==> config.mk <==
export PLATFORM = sky130hd
export DESIGN_NAME = sync_fifo_ext
export DESIGN_NICKNAME = d
export VERILOG_FILES = /design/src/rtl/sync_fifo_ext.sv
export SDC_FILE = /design/constraint.sdc
export NUM_CORES = 1
export LEC_CHECK = 0
export CAP_MARGIN = 15
export CORE_MARGIN = 1
export CORE_UTILIZATION = 41
export DETAILED_ROUTE_END_ITERATION = 8
export HOLD_SLACK_MARGIN = 0.15
export PLACE_DENSITY = 0.61
export SYNTH_ARGS = -nofsm -noshare
export SYNTH_HDL_FRONTEND = slang
export SYNTH_SLANG_ARGS = --single-unit
export TNS_END_PERCENT = 100
==> constraint.sdc <==
create_clock -name clk -period 2.1 [get_ports clk]
set_input_delay 0.525 -clock clk [delete_from_list [all_inputs] [get_ports clk]]
set_output_delay 0.525 -clock clk [all_outputs]
set_load 0.03 [all_outputs]
==> src/rtl/sync_fifo_ext.sv <==
// Single-clock FIFO with occupancy count, programmable almost-full/almost-empty
// thresholds, overflow/underflow pulses and an optional first-word-fall-through read port.
module sync_fifo_ext #(
  parameter int unsigned data_width = 8,
  parameter int unsigned add_width  = 4,
  parameter bit          fwft       = 1'b0,
  parameter int unsigned af_thresh  = (1 << add_width) - 2,
  parameter int unsigned ae_thresh  = 2
) (
  input  logic                  clk,
  input  logic                  rst,
  input  logic [data_width-1:0] data_in,
  input  logic                  wr_en,
  output logic                  full,
  output logic                  almost_full,
  output logic [data_width-1:0] data_out,
  input  logic                  rd_en,
  output logic                  empty,
  output logic                  almost_empty,
  output logic [add_width:0]    count,
  output logic                  overflow,
  output logic                  underflow
);

  localparam int unsigned DEPTH = 1 << add_width;
  localparam logic [add_width:0]   DEPTH_C = (add_width + 1)'(DEPTH);
  localparam logic [add_width:0]   AF_C    = (add_width + 1)'(af_thresh);
  localparam logic [add_width:0]   AE_C    = (add_width + 1)'(ae_thresh);
  localparam logic [add_width:0]   CNT_ONE = (add_width + 1)'(1);
  localparam logic [add_width-1:0] PTR_ONE = add_width'(1);

  if (af_thresh < 1 || af_thresh > DEPTH) begin : g_bad_af
    $error("sync_fifo_ext: af_thresh must lie in 1..depth");
  end
  if (ae_thresh > DEPTH - 1) begin : g_bad_ae
    $error("sync_fifo_ext: ae_thresh must lie in 0..depth-1");
  end

  logic [data_width-1:0] r_mem [DEPTH];
  logic [add_width-1:0]  r_wr_ptr;
  logic [add_width-1:0]  r_rd_ptr;
  logic [add_width:0]    r_count;
  logic                  r_full;
  logic                  r_almost_full;
  logic                  r_empty;
  logic                  r_almost_empty;
  logic                  r_overflow;
  logic                  r_underflow;

  logic                  w_wr_acc;
  logic                  w_rd_acc;
  logic [add_width:0]    w_count_nxt;

  assign w_wr_acc = wr_en & ~r_full;
  assign w_rd_acc = rd_en & ~r_empty;

  always_comb begin
    w_count_nxt = r_count;
    if (w_wr_acc && !w_rd_acc) begin
      w_count_nxt = r_count + CNT_ONE;
    end else if (!w_wr_acc && w_rd_acc) begin
      w_count_nxt = r_count - CNT_ONE;
    end
  end

  // Storage is intentionally left out of reset.
  always_ff @(posedge clk) begin
    if (w_wr_acc) begin
      r_mem[r_wr_ptr] <= data_in;
    end
  end

  // Flags are registered from next-count so no request input reaches a flag combinationally.
  always_ff @(posedge clk) begin
    if (rst) begin
      r_wr_ptr       <= '0;
      r_rd_ptr       <= '0;
      r_count        <= '0;
      r_full         <= 1'b0;
      r_almost_full  <= 1'b0;
      r_empty        <= 1'b1;
      r_almost_empty <= 1'b1;
      r_overflow     <= 1'b0;
      r_underflow    <= 1'b0;
    end else begin
      if (w_wr_acc) begin
        r_wr_ptr <= r_wr_ptr + PTR_ONE;
      end
      if (w_rd_acc) begin
        r_rd_ptr <= r_rd_ptr + PTR_ONE;
      end
      r_count        <= w_count_nxt;
      r_full         <= (w_count_nxt == DEPTH_C);
      r_almost_full  <= (w_count_nxt >= AF_C);
      r_empty        <= (w_count_nxt == '0);
      r_almost_empty <= (w_count_nxt <= AE_C);
      r_overflow     <= wr_en & r_full;
      r_underflow    <= rd_en & r_empty;
    end
  end

  if (fwft) begin : g_fwft
    assign data_out = r_mem[r_rd_ptr];
  end else begin : g_std
    logic [data_width-1:0] r_data_out;
    always_ff @(posedge clk) begin
      if (rst) begin
        r_data_out <= '0;
      end else if (w_rd_acc) begin
        r_data_out <= r_mem[r_rd_ptr];
      end
    end
    assign data_out = r_data_out;
  end

  assign full         = r_full;
  assign almost_full  = r_almost_full;
  assign empty        = r_empty;
  assign almost_empty = r_almost_empty;
  assign count        = r_count;
  assign overflow     = r_overflow;
  assign underflow    = r_underflow;

endmodule

==> impl_metrics.yaml, run 1 <==
floorplan:
  start_util_pct: 42.2
  io_pins: 31
  die_area_sq_um: 15400
  rows: 44
  die_w_um: 124
  core_area_sq_um: 14500
  die_y_um: 124
pwr:
  switchingPower_uw: 1840
  leakage_uw: 0.00250
  irDropWorstVdd_mv: 0.704
  seqPwrFrac_pct: 45.9
  intPower_uw: 5810
  p_comb_share_pct: 14.8
  power_density_nw_per_um2: 1030
  p_clk_share_pct: 39.3
  netSwitchingFraction_pct: 24.1
synth:
  synth_fp_nets: 372
  postSynthAreaPerCell_sq_um: 17.4
  ys_seq_elements: 155
  yosysSeqAreaShare_pct: 71.6
  synthCells: 353
  synth_area_sq_um: 6130
  ys_types: 42
  yosysWarnings: 0
critical_path:
  arrival_ns: 1.49
  cp_data_required_time_ns: 1.57
  worst-path-max-fanout: 4
  max_stage_delay_ns: 0.69
  reg2regPathDepth: 6
  end_kind: "output port"
  cp_cell_sequence: "clkdlybuf4s50_1"
  start_kind: "flip-flop"
  crit_family: "buffers and inverters"
  critPathSlowestCell: "clkdlybuf4s50_1"
  r2r_setup_slack_ns: 0.18
  worst-setup-path-type: "reg -> out"
  cp_num_buf_inv: 1
  rr_endpoint: "full$_SDFF_PP0_"
  worstReg2RegStart: "count[0]$_SDFF_PP0_"
route:
  drcViolationCount: 0
  ant_nets: 0
  viasPerCell: 5.31
  wire_per_inst_um: 20.2
  vias: 3253
  drt_iter0_markers: 232
  firstDrtPassIters: 6
  totalWireLength_um: 12400
sta:
  fin_setup_tns_ns: 0
  maxSlewViolCount: 0
  finalCritPeriodShare_pct: 96.1
  min_period_ns: 2.02
  hold_violations: 0
  rsz0062_at_grt: "false"
  tightest_slew_ns: 0.651
  slew_headroom_pct: 56.5
  worst_slack_ns: 0.0825
  fmax_mhz: 496
  fin_skew_ns: 0.00673
  setup_violations: 0
clock_tree:
  root_buffer: "clkbuf_16"
  worst_skew_pair.late_latency_ns: 0.42
  cts_setup_buffers: 0
  htreeDepth: 4
  cts_sinks: 155
  cts.hold.buffers_added: 0
  cts_tree: "built"
  cts_buffers: 17
  clk_pin_slew_ns: 0.06
  clockBufferDepth: 2
placed_design:
  port_buffers: 30
  place_ws_ns: -0.223
  dpl.cell_count: 581
  gp_congestion: 0.802
  hpwl_um: 7970
  dpl-instance-area_sq_um: 6840
layout:
  stdcell_area_sq_um: 7430
  diodes: 0
  nets: 435
  nFillCells: 1219
  fin_cells: 613
  syn_to_final_growth_pct: 21.2
  multiInputGateArea_sq_um: 1610
  drive_gt1_share_pct: 23.5
  seqCellArea_sq_um: 4390
global_routing:
  grt_usage_pct: 17.5
  first_global_vias: 3341
  grt_overflow: 0
  grt_max_degree: 36
  grt_first_pass_wirelength_um: 19700
  antenna_found_initial: 0
worst_hold_path:
  whs_path_depth: 2
  min_from: "data_out[3]$_SDFFE_PP0P_"
  hold_path.class: "reg -> reg"
  min_to: "data_out[3]$_SDFFE_PP0P_"
flow_run:
  max_cap_viol_count: 0
outcome:
  status: "complete, no violations"
[stage by stage]
step | utilization, % | total power, uW | hold slack, ns
floorplan | - | 4310 | 0.481
global placement | 47.1 | 4710 | 0.489
detailed placement | 47.1 | 4730 | 0.487
CTS | 51.1 | 7720 | 0.501
global route | 51.1 | 7940 | 0.524
finish | 51.1 | 7660 | 0.496
[layout by cell type, fill, tap and decap left out, drive strengths merged, types with 2 or more instances in the layout]
| master | count |
|---|---|
| buf | 34 |
| dfxtp | 27 |
| a211oi | 3 |
| nand2 | 14 |
| xor2 | 4 |
| and4 | 2 |
| clkdlybuf4s50 | 26 |
| clkinv | 7 |
| or4 | 2 |
| nand2b | 5 |
| clkbuf | 19 |
| nor2b | 4 |
| mux4 | 32 |
| nor3 | 6 |
| inv | 9 |
| a22oi | 16 |
| dlymetal6s2s | 3 |
| and3 | 2 |
| a21oi | 19 |
| ha | 7 |
| edfxtp | 128 |
| nor2 | 33 |
| bufinv | 3 |
| nand4 | 3 |
| a41o | 2 |
| xnor2 | 5 |
[cell families after synthesis]
family / Yosys count / share of synthesized area, %
DFF: 155 / 71.6
and+or+nand+nor: 77 / 6.37
AOI/OAI and AO/OA: 46 / 5.37
muxes: 32 / 11.8
buffers and inverters: 27 / 2.23
xor gates and xnor gates: 9 / 1.29
adders and majority gates: 7 / 1.43
[worst reg2reg max path, cell delays in order, from the launching register on]
cell,delay (ns)
dfxtp_1,0.54
inv_1,0.09
ha_1,0.24
and4_4,0.18
o2bb2ai_1,0.12
xnor2_1,0.39
and4bb_1,0.26
[worst max-delay path by stage]
stage                         from               endpoint  slack (ns)  cells past startpoint
2_1_floorplan                wr_en  r_mem[3][0]$_DFFE_PP_        0.15                      4
3_3_place_gp                 rd_en        full$_SDFF_PP0_       -0.20                      6
3_5_place_dp                 wr_en  r_mem[2][0]$_DFFE_PP_       -0.22                      6
4_1_cts            full$_SDFF_PP0_                   full        0.02                      1
5_1_grt        count[3]$_SDFF_PP0_               count[3]        0.03                      1
6_report       count[3]$_SDFF_PP0_               count[3]        0.08                      1
[area by class of cell]
| class | count | area share [%] |
|---|---|---|
| tap | 184 | 3.10 |
| timing repair buffer | 64 | 8.07 |
| inverter | 7 | 0.354 |
| multi-input combinational | 171 | 21.6 |
| sequential | 155 | 59.0 |
| clock buffer | 19 | 5.83 |
| clock inverter | 13 | 1.99 |
[registers in the layout, indices dropped and copies added, names as in the netlist]
name          flops
almost_empty      1
almost_full       1
count             5
data_out          8
empty             1
full              1
overflow          1
r_mem           128
r_rd_ptr          4
r_wr_ptr          4
underflow         1
[routing by layer]
metal,track usage [%],part of all wire [%],vias up
met1,24.2,46,1660
met5,0,0,-
met3,5.13,3.7,13
li1,-,-,1516
met2,27.0,49,64
met4,5.10,1.2,0
[cell usage after synthesis]
cell | instances | area [sq um]
or4_1 | 2 | 15.0
mux4_2 | 32 | 721
nor3b_1 | 1 | 7.51
a22oi_1 | 16 | 120
and4_4 | 1 | 11.3
nor3_1 | 6 | 30.0
nor2_1 | 33 | 124
nand2b_1 | 4 | 25.0
o22a_1 | 1 | 8.76
and3_1 | 1 | 6.26
and3_2 | 1 | 7.51
nor4_2 | 1 | 12.5
o221ai_1 | 1 | 8.76
a211oi_2 | 2 | 25.0
xor2_1 | 4 | 35.0
inv_1 | 7 | 26.3
buf_4 | 4 | 30.0
o211a_1 | 1 | 10.0
or2_1 | 1 | 6.26
nand3_1 | 1 | 5.00
xnor2_1 | 5 | 43.8
clkbuf_1 | 6 | 22.5
edfxtp_1 | 128 | 3840
buf_2 | 4 | 20.0
dfxtp_1 | 27 | 541
nor2b_1 | 3 | 18.8
and4_1 | 1 | 8.76
o2bb2ai_1 | 1 | 8.76
a21oi_1 | 19 | 95.1
o31ai_2 | 1 | 12.5
buf_6 | 2 | 22.5
buf_1 | 4 | 15.0
nand4_1 | 3 | 18.8
a211oi_1 | 1 | 7.51
a41o_1 | 2 | 20.0
nand2b_2 | 1 | 8.76
and2_1 | 1 | 6.26
ha_1 | 7 | 87.6
and4bb_1 | 1 | 12.5
nand2_1 | 14 | 52.6
o22ai_2 | 1 | 12.5
nor2b_4 | 1 | 13.8
[power by group through the flow]
stage	Clock, uW	Combinational, uW	Sequential [uW]
final	3010	1130	3510
after global routing	3190	1230	3530
after CTS	3060	1150	3520
after detailed placement	0	1150	3580
after global placement	0	1140	3580
after floorplan	0	631	3670
[timing repair]
| action | 4_1_cts | 5_1_grt |
|---|---|---|
| setup endpoints to repair | 1 | 3 |
| gates resized for setup | 1 | 3 |
| pin swaps | 0 | 0 |
| cloned | 0 | 0 |
Power figures use the tool's default switching activity.
==> run 2, diff against run 1 <==
--- a/constraint.sdc
+++ b/constraint.sdc
@@ -3,2 +3,2 @@
 set_output_delay 0.525 -clock clk [all_outputs]
-set_load 0.03 [all_outputs]
+set_load 0.005 [all_outputs]
==> run 2 against run 1 <==
Net effect:
- via count did not move
- utilization is essentially flat
- clock skew is essentially flat
- wire length about the same
- critical path depth did not move
- first-iteration DRC count stayed put
- worst hold slack did not move
- critical endpoint is now count[0]
- largest power group unchanged
==> impl_metrics.yaml, run 2 (synthesis gave the netlist of run 1 again) <==
pwr:
  p_clk_share_pct: 39.9
  seqPwrFrac_pct: 46.6
  p_total_uw: 7550
  irDropWorstVdd_mv: 0.704
  intPower_uw: 5820
  p_comb_share_pct: 13.5
  leakage_uw: 0.00245
  netSwitchingFraction_pct: 22.9
  switchingPower_uw: 1730
  power_density_nw_per_um2: 1020
critical_path:
  worst-path-max-fanout: 10
  critical_path_depth: 1
  end_kind: "output port"
  cp_cell_sequence: "clkdlybuf4s50_1"
  start_kind: "flip-flop"
  cp_data_required_time_ns: 1.57
  r2r_setup_slack_ns: 0.25
  crit_family: "buffers and inverters"
  max_stage_delay_ns: 0.53
  worst-setup-path-type: "reg -> out"
  arrival_ns: 1.39
  cp_num_buf_inv: 1
  critPathSlowestCell: "clkdlybuf4s50_1"
  reg2regPathDepth: 6
sta:
  setup_violations: 0
  hold_violations: 0
  worst_slack_ns: 0.189
  min_period_ns: 1.91
  hold_slack_ns: 0.496
  tightest_slew_ns: 0.651
  fmax_mhz: 523
  maxSlewViolCount: 0
  fin_skew_ns: 0.00673
  rsz0062_at_grt: "false"
  slew_headroom_pct: 56.5
  finalCritPeriodShare_pct: 91.0
clock_tree:
  clk_pin_slew_ns: 0.06
  cts_tree: "built"
  cts_buffers: 17
  cts_setup_buffers: 0
  worst_skew_pair.late_latency_ns: 0.42
  htreeDepth: 4
  cts_sinks: 155
  cts.hold.buffers_added: 0
  root_buffer: "clkbuf_16"
  clockBufferDepth: 2
placed_design:
  hpwl_um: 7970
  place_ws_ns: -0.223
  gp_congestion: 0.802
  port_buffers: 30
layout:
  largest_register: "r_mem"
  fin_util_pct: 51.1
  nFillCells: 1218
  drive_gt1_share_pct: 23.8
  layout_commonest_cell: "edfxtp_1"
  diodes: 0
  nets: 435
  largest_reg_flops: 128
  layout_common_cells: "128 x edfxtp_1, 33 x nor2_1, 32 x mux4_2"
  syn_to_final_growth_pct: 21.2
outcome:
  status: "complete, no violations"
floorplan:
  start_util_pct: 42.2
  rows: 44
  core_area_sq_um: 14500
  die_y_um: 124
  die_w_um: 124
  io_pins: 31
  die_area_sq_um: 15400
route:
  vias: 3253
  viasPerCell: 5.31
  wire_per_inst_um: 20.2
  firstDrtPassIters: 6
  ant_nets: 0
  drt_iter0_markers: 232
  totalWireLength_um: 12400
  drcViolationCount: 0
global_routing:
  grt_max_degree: 36
  grtUsageMet2_pct: 27.0
  use_met1_pct: 24.2
  grt_usage_pct: 17.5
  grt_use_met3_pct: 5.13
  top_usage_layer: "met2"
  grt_first_pass_wirelength_um: 19700
  first_global_vias: 3341
  grt_overflow: 0
  antenna_found_initial: 0
worst_hold_path:
  hold_path.class: "reg -> reg"
  whs_path_depth: 2
flow_run:
  max_cap_viol_count: 0
-- run 2: cell types whose count changed in the layout (fill, tap and decap cells not counted), sizes merged --
cell           before  now
dlymetal6s2s        3    0
dlygate4sd2         1    0
clkdlybuf4s50      26   30
-- run 2: cell type report --
cell class / instances / area, sq um / share of cell area (%)
flip-flops and latches: 155 / 4390 / 59.1
multi-input cells: 171 / 1610 / 21.6
repair buffers: 64 / 593 / 7.99
clock buffers: 19 / 433 / 5.83
well taps: 184 / 230 / 3.10
clock inverters: 13 / 148 / 1.99
inverters: 7 / 26.3 / 0.354
-- run 2: stage by stage --
step / instance area (sq um) / TNS, ns / cells
after floorplan: 6130 / 0 / 353
after global placement: 6840 / -15.61 / 581
after detailed placement: 6840 / -17.80 / 581
after CTS: 7420 / 0 / 613
after global routing: 7420 / 0 / 613
final: 7420 / 0 / 613
-- run 2: per-layer routing --
metal	vias up	share of wire, %
met1	1656	46
met2	68	49
li1	1516	-
met3	13	4.0
met4	0	1.2
met5	-	0
-- run 2: path summary, 6_finish.rpt --
kind | startpoint | end
setup / recovery | count[0]$_SDFF_PP0_ | count[0]
hold / removal | data_out[3]$_SDFFE_PP0P_ | data_out[3]$_SDFFE_PP0P_
setup reg to reg | r_rd_ptr[0]$_SDFFE_PP0P_ | data_out[5]$_SDFFE_PP0P_
hold reg to reg | data_out[3]$_SDFFE_PP0P_ | data_out[3]$_SDFFE_PP0P_
-- run 2: power groups by stage --
stage                     sequential [uW]  combinational [uW]  clock, uW
after floorplan                      3560                 632          0
after global placement               3580                1020          0
after detailed placement             3580                1030          0
after CTS                            3520                1040       3060
after global routing                 3530                1120       3190
final                                3520                1020       3010
-- run 2: timing repair --
action                                  4_1_cts  5_1_grt
endpoints found under the setup margin        0        1
gates resized for setup                       0        1
hold endpoints to repair                      0        0
